File: config.mk
export PLATFORM = sky130hd
export DESIGN_NAME = dqn_bias_bank
export DESIGN_NICKNAME = d
export VERILOG_FILES = /design/src/rtl/dqn_bias_bank.sv
export SDC_FILE = /design/constraint.sdc
export NUM_CORES = 1
export LEC_CHECK = 0
export CORE_UTILIZATION = 51
export DETAILED_ROUTE_END_ITERATION = 8
export GPL_TIMING_DRIVEN = 0
export PLACE_DENSITY_LB_ADDON = 0.3
export SLEW_MARGIN = 5
export SYNTH_ARGS = -nofsm -noshare
export SYNTH_HDL_FRONTEND = slang
export SYNTH_SLANG_ARGS = --single-unit
File: constraint.sdc
create_clock -name clk -period 5.7 [get_ports clk]
set_input_delay 1.14 -clock clk [delete_from_list [all_inputs] [get_ports clk]]
set_output_delay 1.14 -clock clk [all_outputs]
set_load 0.01 [all_outputs]
File: src/rtl/dqn_bias_bank.sv
// Online/target bias register bank for one DQN layer: sequential saturating
// delta updates (one channel per cycle) and a single-cycle online->target copy.
module dqn_bias_bank #(
  parameter int          N_CH      = 4,
  parameter int          W         = 16,
  parameter int          SHIFT     = 0,
  parameter logic [3:0]  UPD_CODE  = 4'b0011,
  parameter logic [3:0]  SYNC_CODE = 4'b0101,
  localparam int         IDX_W     = $clog2(N_CH)
) (
  input  logic              clk,
  input  logic              rst_n,
  input  logic [3:0]        ctrl,
  input  logic [3:0]        step,
  input  logic [N_CH*W-1:0] delta_in,
  input  logic              wr_en,
  input  logic [IDX_W-1:0]  wr_idx,
  input  logic [W-1:0]      wr_data,
  input  logic              sat_clr,
  output logic [N_CH*W-1:0] bias_out,
  output logic [N_CH*W-1:0] tbias_out,
  output logic              busy,
  output logic              done,
  output logic              sat_flag,
  output logic [1:0]        dbg_state_o
);

  // Command handshake: a command is valid when step != 0 and ctrl equals
  // UPD_CODE or SYNC_CODE. It is taken on a rising edge only while busy is low;
  // commands and wr_en seen while busy are dropped, never queued. done pulses
  // for exactly one cycle after the pass completes, as busy falls.
  typedef enum logic [1:0] {
    IDLE   = 2'd0,
    UPDATE = 2'd1,
    SYNC   = 2'd2
  } state_t;

  localparam logic [IDX_W-1:0] LAST_IDX = IDX_W'(N_CH - 1);
  localparam logic [W-1:0]     MAX_VAL  = {1'b0, {(W-1){1'b1}}};
  localparam logic [W-1:0]     MIN_VAL  = {1'b1, {(W-1){1'b0}}};

  state_t           state_q, state_d;
  logic [IDX_W-1:0] idx_q, idx_d;
  logic [W-1:0]     bias_q   [N_CH];
  logic [W-1:0]     bias_d   [N_CH];
  logic [W-1:0]     tbias_q  [N_CH];
  logic [W-1:0]     tbias_d  [N_CH];
  logic [W-1:0]     shadow_q [N_CH];
  logic [W-1:0]     shadow_d [N_CH];
  logic             done_q, done_d;
  logic             sat_q, sat_d;

  logic             cmd_upd, cmd_sync;
  logic [W-1:0]     cur_val, scaled_val, upd_val;
  logic [W:0]       sum_ext;
  logic             ovf;

  assign cmd_upd  = (step != 4'd0) && (ctrl == UPD_CODE);
  assign cmd_sync = (step != 4'd0) && (ctrl == SYNC_CODE);

  // Sum in W+1 bits; overflow shows as disagreement of the top two bits.
  always_comb begin
    cur_val    = bias_q[idx_q];
    scaled_val = W'($signed(shadow_q[idx_q]) >>> SHIFT);
    sum_ext    = {cur_val[W-1], cur_val} + {scaled_val[W-1], scaled_val};
    ovf        = sum_ext[W] ^ sum_ext[W-1];
    upd_val    = sum_ext[W-1:0];
    if (ovf) begin
      upd_val = sum_ext[W] ? MIN_VAL : MAX_VAL;
    end
  end

  always_comb begin
    state_d  = state_q;
    idx_d    = idx_q;
    bias_d   = bias_q;
    tbias_d  = tbias_q;
    shadow_d = shadow_q;
    done_d   = 1'b0;
    sat_d    = sat_clr ? 1'b0 : sat_q;
    case (state_q)
      IDLE: begin
        if (cmd_upd) begin
          for (int i = 0; i < N_CH; i++) begin
            shadow_d[i] = delta_in[i*W +: W];
          end
          idx_d   = '0;
          state_d = UPDATE;
        end else if (cmd_sync) begin
          state_d = SYNC;
        end else if (wr_en && (int'(wr_idx) < N_CH)) begin
          bias_d[wr_idx] = wr_data;
        end
      end
      UPDATE: begin
        bias_d[idx_q] = upd_val;
        if (ovf) begin
          sat_d = 1'b1;
        end
        idx_d = idx_q + IDX_W'(1);
        if (idx_q == LAST_IDX) begin
          idx_d   = '0;
          state_d = IDLE;
          done_d  = 1'b1;
        end
      end
      SYNC: begin
        tbias_d = bias_q;
        done_d  = 1'b1;
        state_d = IDLE;
      end
      default: begin
        state_d = IDLE;
      end
    endcase
  end

  always_ff @(posedge clk or negedge rst_n) begin
    if (!rst_n) begin
      state_q <= IDLE;
      idx_q   <= '0;
      done_q  <= 1'b0;
      sat_q   <= 1'b0;
      for (int i = 0; i < N_CH; i++) begin
        bias_q[i]   <= '0;
        tbias_q[i]  <= '0;
        shadow_q[i] <= '0;
      end
    end else begin
      state_q  <= state_d;
      idx_q    <= idx_d;
      done_q   <= done_d;
      sat_q    <= sat_d;
      bias_q   <= bias_d;
      tbias_q  <= tbias_d;
      shadow_q <= shadow_d;
    end
  end

  for (genvar g = 0; g < N_CH; g++) begin : g_pack
    assign bias_out[g*W +: W]  = bias_q[g];
    assign tbias_out[g*W +: W] = tbias_q[g];
  end

  assign busy        = (state_q != IDLE);
  assign done        = done_q;
  assign sat_flag    = sat_q;
  assign dbg_state_o = state_q;

endmodule

; Word-level counts from Yosys, hierarchy flattened
; Cells that the tools add are included.
[totals]
in_bits = 94
output_inout_bits = 133
wordCells = 78
regBits = 198
[op_classes]
magnitude_cmp = 4
n_reduce_logical = 12
bitwise_logic = 3
n_mux = 30
n_eq_ne = 11
n_addsub = 2
[op_table]
columns = op, count
row1 = $mux 64, 3
row2 = $bwmux 64, 2
row3 = $mux 16, 8
row4 = $pmux 64 s2, 1
row5 = $bmux 16 s2, 2
row6 = $demux 16 s2, 2
row7 = $add 16x16->17, 1
row8 = $mux 2, 5
row9 = $ne 2x2->1 const B, 5
row10 = $pmux 2 s2, 2
row11 = $ge 3x3->1 const B, 2
row12 = $lt 3x1->1 const B, 2
row13 = $not 2->3, 2
row14 = $reduce_and 2->1, 3
row15 = $eq 2x2->1 const B, 2
row16 = $eq 4x2->1 const B, 1
row17 = $eq 4x3->1 const B, 1
row18 = $logic_and 1x1->1, 4
row19 = $mux 1, 4
row20 = $reduce_and 4->1, 1
row21 = $reduce_bool 2->1, 2
row22 = $reduce_bool 4->1, 1
row23 = $ne 3x3->1 const B, 1
row24 = $add 2x1->2 const B, 1
row25 = 4 further kinds, 4

; Depth between registers and ports, before layout
; Gate-level depths: netlist (run 1).
[depth]
word_depth = 10
depth_mapped = 13
ltp_nobuf = 10

; Worst setup path after synthesis (run 1)
; Ideal clock, no wire load.
[synth_timing]
path_kind = register -> register
start = register idx_q[0]
end = register bias_q (netlist bit bias_out[58])
n_path_buf = 3
period_less_slack_ps = 4085
required_time_ps = 5579
arrival_time_ps = 3964
path_stages_with_launch = 13
setup_slack_ps = 1615
setup_time_ps = 121
path_cell_list = dfrtp_1 > clkbuf_1 > buf_1 > mux4_2 > fa_1 > a211oi_1 > nor3_1 > o31ai_2 > a211oi_1 > o22ai_2 > clkbuf_1 > o311ai_0 > o22a_1
[synth_via]
elab_chain_cells = 9
word_cells_on_any_way = 18
cone_classes = add/sub: 1 / order compare: 2 / mux: 12 / bitwise: 2 / reduce/logical: 1
[synth_lines]
columns = item, line
row1 = "start, declared", 43  ; logic [IDX_W-1:0] idx_q, idx_d;
row2 = "start signal, assigned", 131  ; idx_q <= idx_d;
row3 = $not 2->3 (not written as such) *, "63, 64, 96"
row4 = "$bmux 16 s2, on equally long branches", "63, 64"
row5 = "$mux 16, on equally long branches (2 in a row)", "63, 64"
row6 = $add 16x16->17, 65  ; sum_ext = {cur_val[W-1], cur_val} + {scaled_val[W-1], scaled_val};
row7 = $mux 16 or $xor 1x1->1 (tied branches), "69, 66"
row8 = $mux 16, 68  ; if (ovf) begin
row9 = $bwmux 64 *, 96  ; bias_d[idx_q] = upd_val;
row10 = $pmux 64 s2 *, 81  ; case (state_q)
row11 = "end signal, assigned", 134  ; bias_q <= bias_d;
row12 = "end, declared", 44  ; logic [W-1:0] bias_q [N_CH];
; Mark *: on every way between the ends. The rest lies on a longest branch, timed or not. The select of a mux whose other input is x is not followed.
; A chain may end at the register's enable or synchronous reset.

; Final worst setup path (run 1)
[layout_timing]
start = register idx_q[0]
end = register bias_q (netlist bit bias_out[59])
; The elaborated chain is that of the path after synthesis.

==> metrics, run 1 <==
Post-CTS Setup Bufs 0; f_max 187 MHz; CP Launch Type register; share of synthesized registers carrying an async set or reset 100%; commonest cells in the synthesized netlist dfrtp_1, mux2_2, clkbuf_1, nand2_1, a21oi_1; Least-Margin Pin Slew 1.10 ns; status finished, final reports clean; Post-Route WL 28700 um; CTS root buf clkbuf_16; slew margin rel. 25.9%; Area contributors post-synth dfrtp_1, mux2_2, mux4_2; drt pass-1 iters 6; WL/cell 21.9 um; vias in the first global route 8157; P&R area growth vs syn 32.0%; Crit path arrival time 5.68 ns; RSZ-0062 raised after global routing no; Compound-Gate Fraction of Synth Area 14.6%; Synth Area in XOR/XNOR 1.15%; TritonCTS Buffers 17; final setup fails 0; total track usage 29.9%; count of cell types in the netlist 61; Final Hold Viols 0; synthesized-area fraction occupied by adder cells 4.75%; Via density 6.14; hpwl dp 21800 um; min cycle time layout 5.34 ns; mux cell area share after synthesis 22.0%; fin nets 1153; main combinational cell family by area after synthesis multiplexers; clk sinks 198; pin count of the biggest net entering global routing 118; min-delay worst type reg -> reg; Worst-Skew Late Latency 0.45 ns; number of max-slew violations in the final report 0; post-cts gate resize count 0; Via Count 8025; Post-Synth Simple-Gate Area 4.91%; Antenna Cells 0; share of the synthesized area in the top cell type 49.9%; post-synthesis cell count 789; port buffer count 226; Die H 142 um; clk slew on worst S/H paths 0.08 ns; Core Region 0.0189 mm^2; ratio of cells with drive above 1 in the final layout 20.8%; Required @ worst endpoint 6.04 ns; cell count of the worst reg-to-reg path 12; Hold-fix buffers, CTS 0; Warnings, synthesis 0; number of max-cap violations 0; Clock Skews 0.0125 ns; Die ar. 0.0200 mm^2; filler instances 1410; residual overflow from global routing 0; Post-synth EDFFs 0; Synth Flop Type dfrtp_1; CTS H-tree lvls 4; wire length of the first global-routing pass 45500 um; sequential area share after synthesis 49.9%; initial antenna violation count 0; setup TNS 0 ns; crit path max fanout 10; most common cell in the netlist dfrtp_1; Synth area leader dfrtp_1; Antenna Nets Post-Route 0; hold-critical path depth 1; Clock Path Buffers 2; gpl congestion 0.940; fin crit share 93.6%; crit path capture type register; post-synth net total 907; Syn Area/Cell 12.6 um^2; Cell Rows 50; Syn Std Cell Area 0.00993 mm^2; Die X 142 um; drt drc 0; Initial Utilization 52.6%; Worst Path Class, Setup reg -> reg; Synth Register Bits 198; CTS tree yes; IO Pins 227; Initial DRC Count 903
==> final timing paths <==
check | start | endpoint | slack [ns]
setup / recovery | idx_q[0] | bias_out[59] | 0.36
hold / removal | shadow_q[22] | shadow_q[22] | 0.50
setup reg to reg | idx_q[0] | bias_out[59] | 0.36
min in group asynchronous | rst_n | shadow_q[33] | 0.78
hold reg to reg | shadow_q[22] | shadow_q[22] | 0.50
max in group asynchronous | rst_n | bias_out[29] | 3.99
==> cell type report <==
class / instances / area [um^2] / area share [%]
flip-flops and latches: 198 / 4950 / 37.8
multi-input cells: 523 / 4710 / 35.9
repair buffers: 227 / 2290 / 17.5
clock buffers: 18 / 439 / 3.35
well taps: 260 / 325 / 2.48
plain buffers: 56 / 223 / 1.70
clock inverters: 14 / 115 / 0.878
inverters: 12 / 45.0 / 0.344
==> kinds of logic (layout without fill, tap and decap cells) <==
logic type | after synthesis | count (layout)
compound gates | 205 | 205
buf+inv | 68 | 327
flops | 198 | 198
simple gates | 104 | 104
xor+xnor | 13 | 13
mux | 162 | 162
fa+ha+maj | 39 | 39
==> per-stage QoR <==
stage | std cells | hold WS [ns] | instance area, um^2 | worst slack, ns | utilization (%)
3_3_place_gp | 1275 | 0.480 | 12500 | -4.69 | 66.3
4_1_cts | 1308 | 0.506 | 13100 | 0.402 | 69.4
2_1_floorplan | 789 | 0.474 | 9930 | 1.61 | -
5_1_grt | 1308 | 0.517 | 13100 | 0.0794 | 69.4
3_5_place_dp | 1276 | 0.490 | 12600 | 0.440 | 66.4
6_report | 1308 | 0.502 | 13100 | 0.365 | 69.4
==> state kept, by name, indices dropped and copies added (netlist names) <==
signal and count:
bias_out 64, shadow_q 64, tbias_out 64, dbg_state_o 2, idx_q 2, done 1, sat_flag 1
==> worst max-delay path, cell delays in order, from the launching register on <==
cell	delay, ns
dfrtp_1	0.37
clkbuf_1	0.50
buf_1	0.87
mux4_2	0.68
fa_1	0.50
a211oi_1	0.31
nor3_1	0.13
o31ai_2	0.38
a211oi_1	0.21
o22ai_2	0.38
clkbuf_1	0.44
o311ai_0	0.24
o22a_1	0.22
==> layout by cell type, fill, tap and decap left out, types with 13 or more instances in the layout <==
master	count
clkbuf_16	17
o21ai_1	13
clkbuf_1	48
dfrtp_1	198
a21oi_1	39
o21ai_0	26
a211oi_1	17
nor2_1	20
a32oi_1	19
mux2_2	128
clkdlybuf4s50_1	225
mux4_2	32
nand2_1	43
o32ai_1	16
ha_1	23
==> metal layers <==
layer  share of wire, %  routed length [um]  global-route usage, %
met1                 40               11500                   38.9
met2                 48               13700                   48.4
met3                9.5                2740                   7.49
met4                2.6                 739                   11.1
met5                  0                   0                      0
Power of run 1 is not shown: default switching activity piles up to over one toggle a cycle in this logic, so the estimate is an artifact.
==> run 2: changes to the inputs <==
--- a/config.mk
+++ b/config.mk
@@ -7,2 +7,3 @@
 export LEC_CHECK = 0
+export CORE_MARGIN = 1
 export CORE_UTILIZATION = 51
==> constraint.sdc (replaced) <==
create_clock -name clk -period 5.7 [get_ports clk]
set_input_delay 0.855 -clock clk [delete_from_list [all_inputs] [get_ports clk]]
set_output_delay 0.855 -clock clk [all_outputs]
set_load 0.01 [all_outputs]
==> results of run 2 <==
The final DEF is identical to that of run 1. Status: finished, final reports clean.
Main changes from that run: hold slack 0.502 ns -> 0.495 ns
Power of run 2 is left out for the same reason.
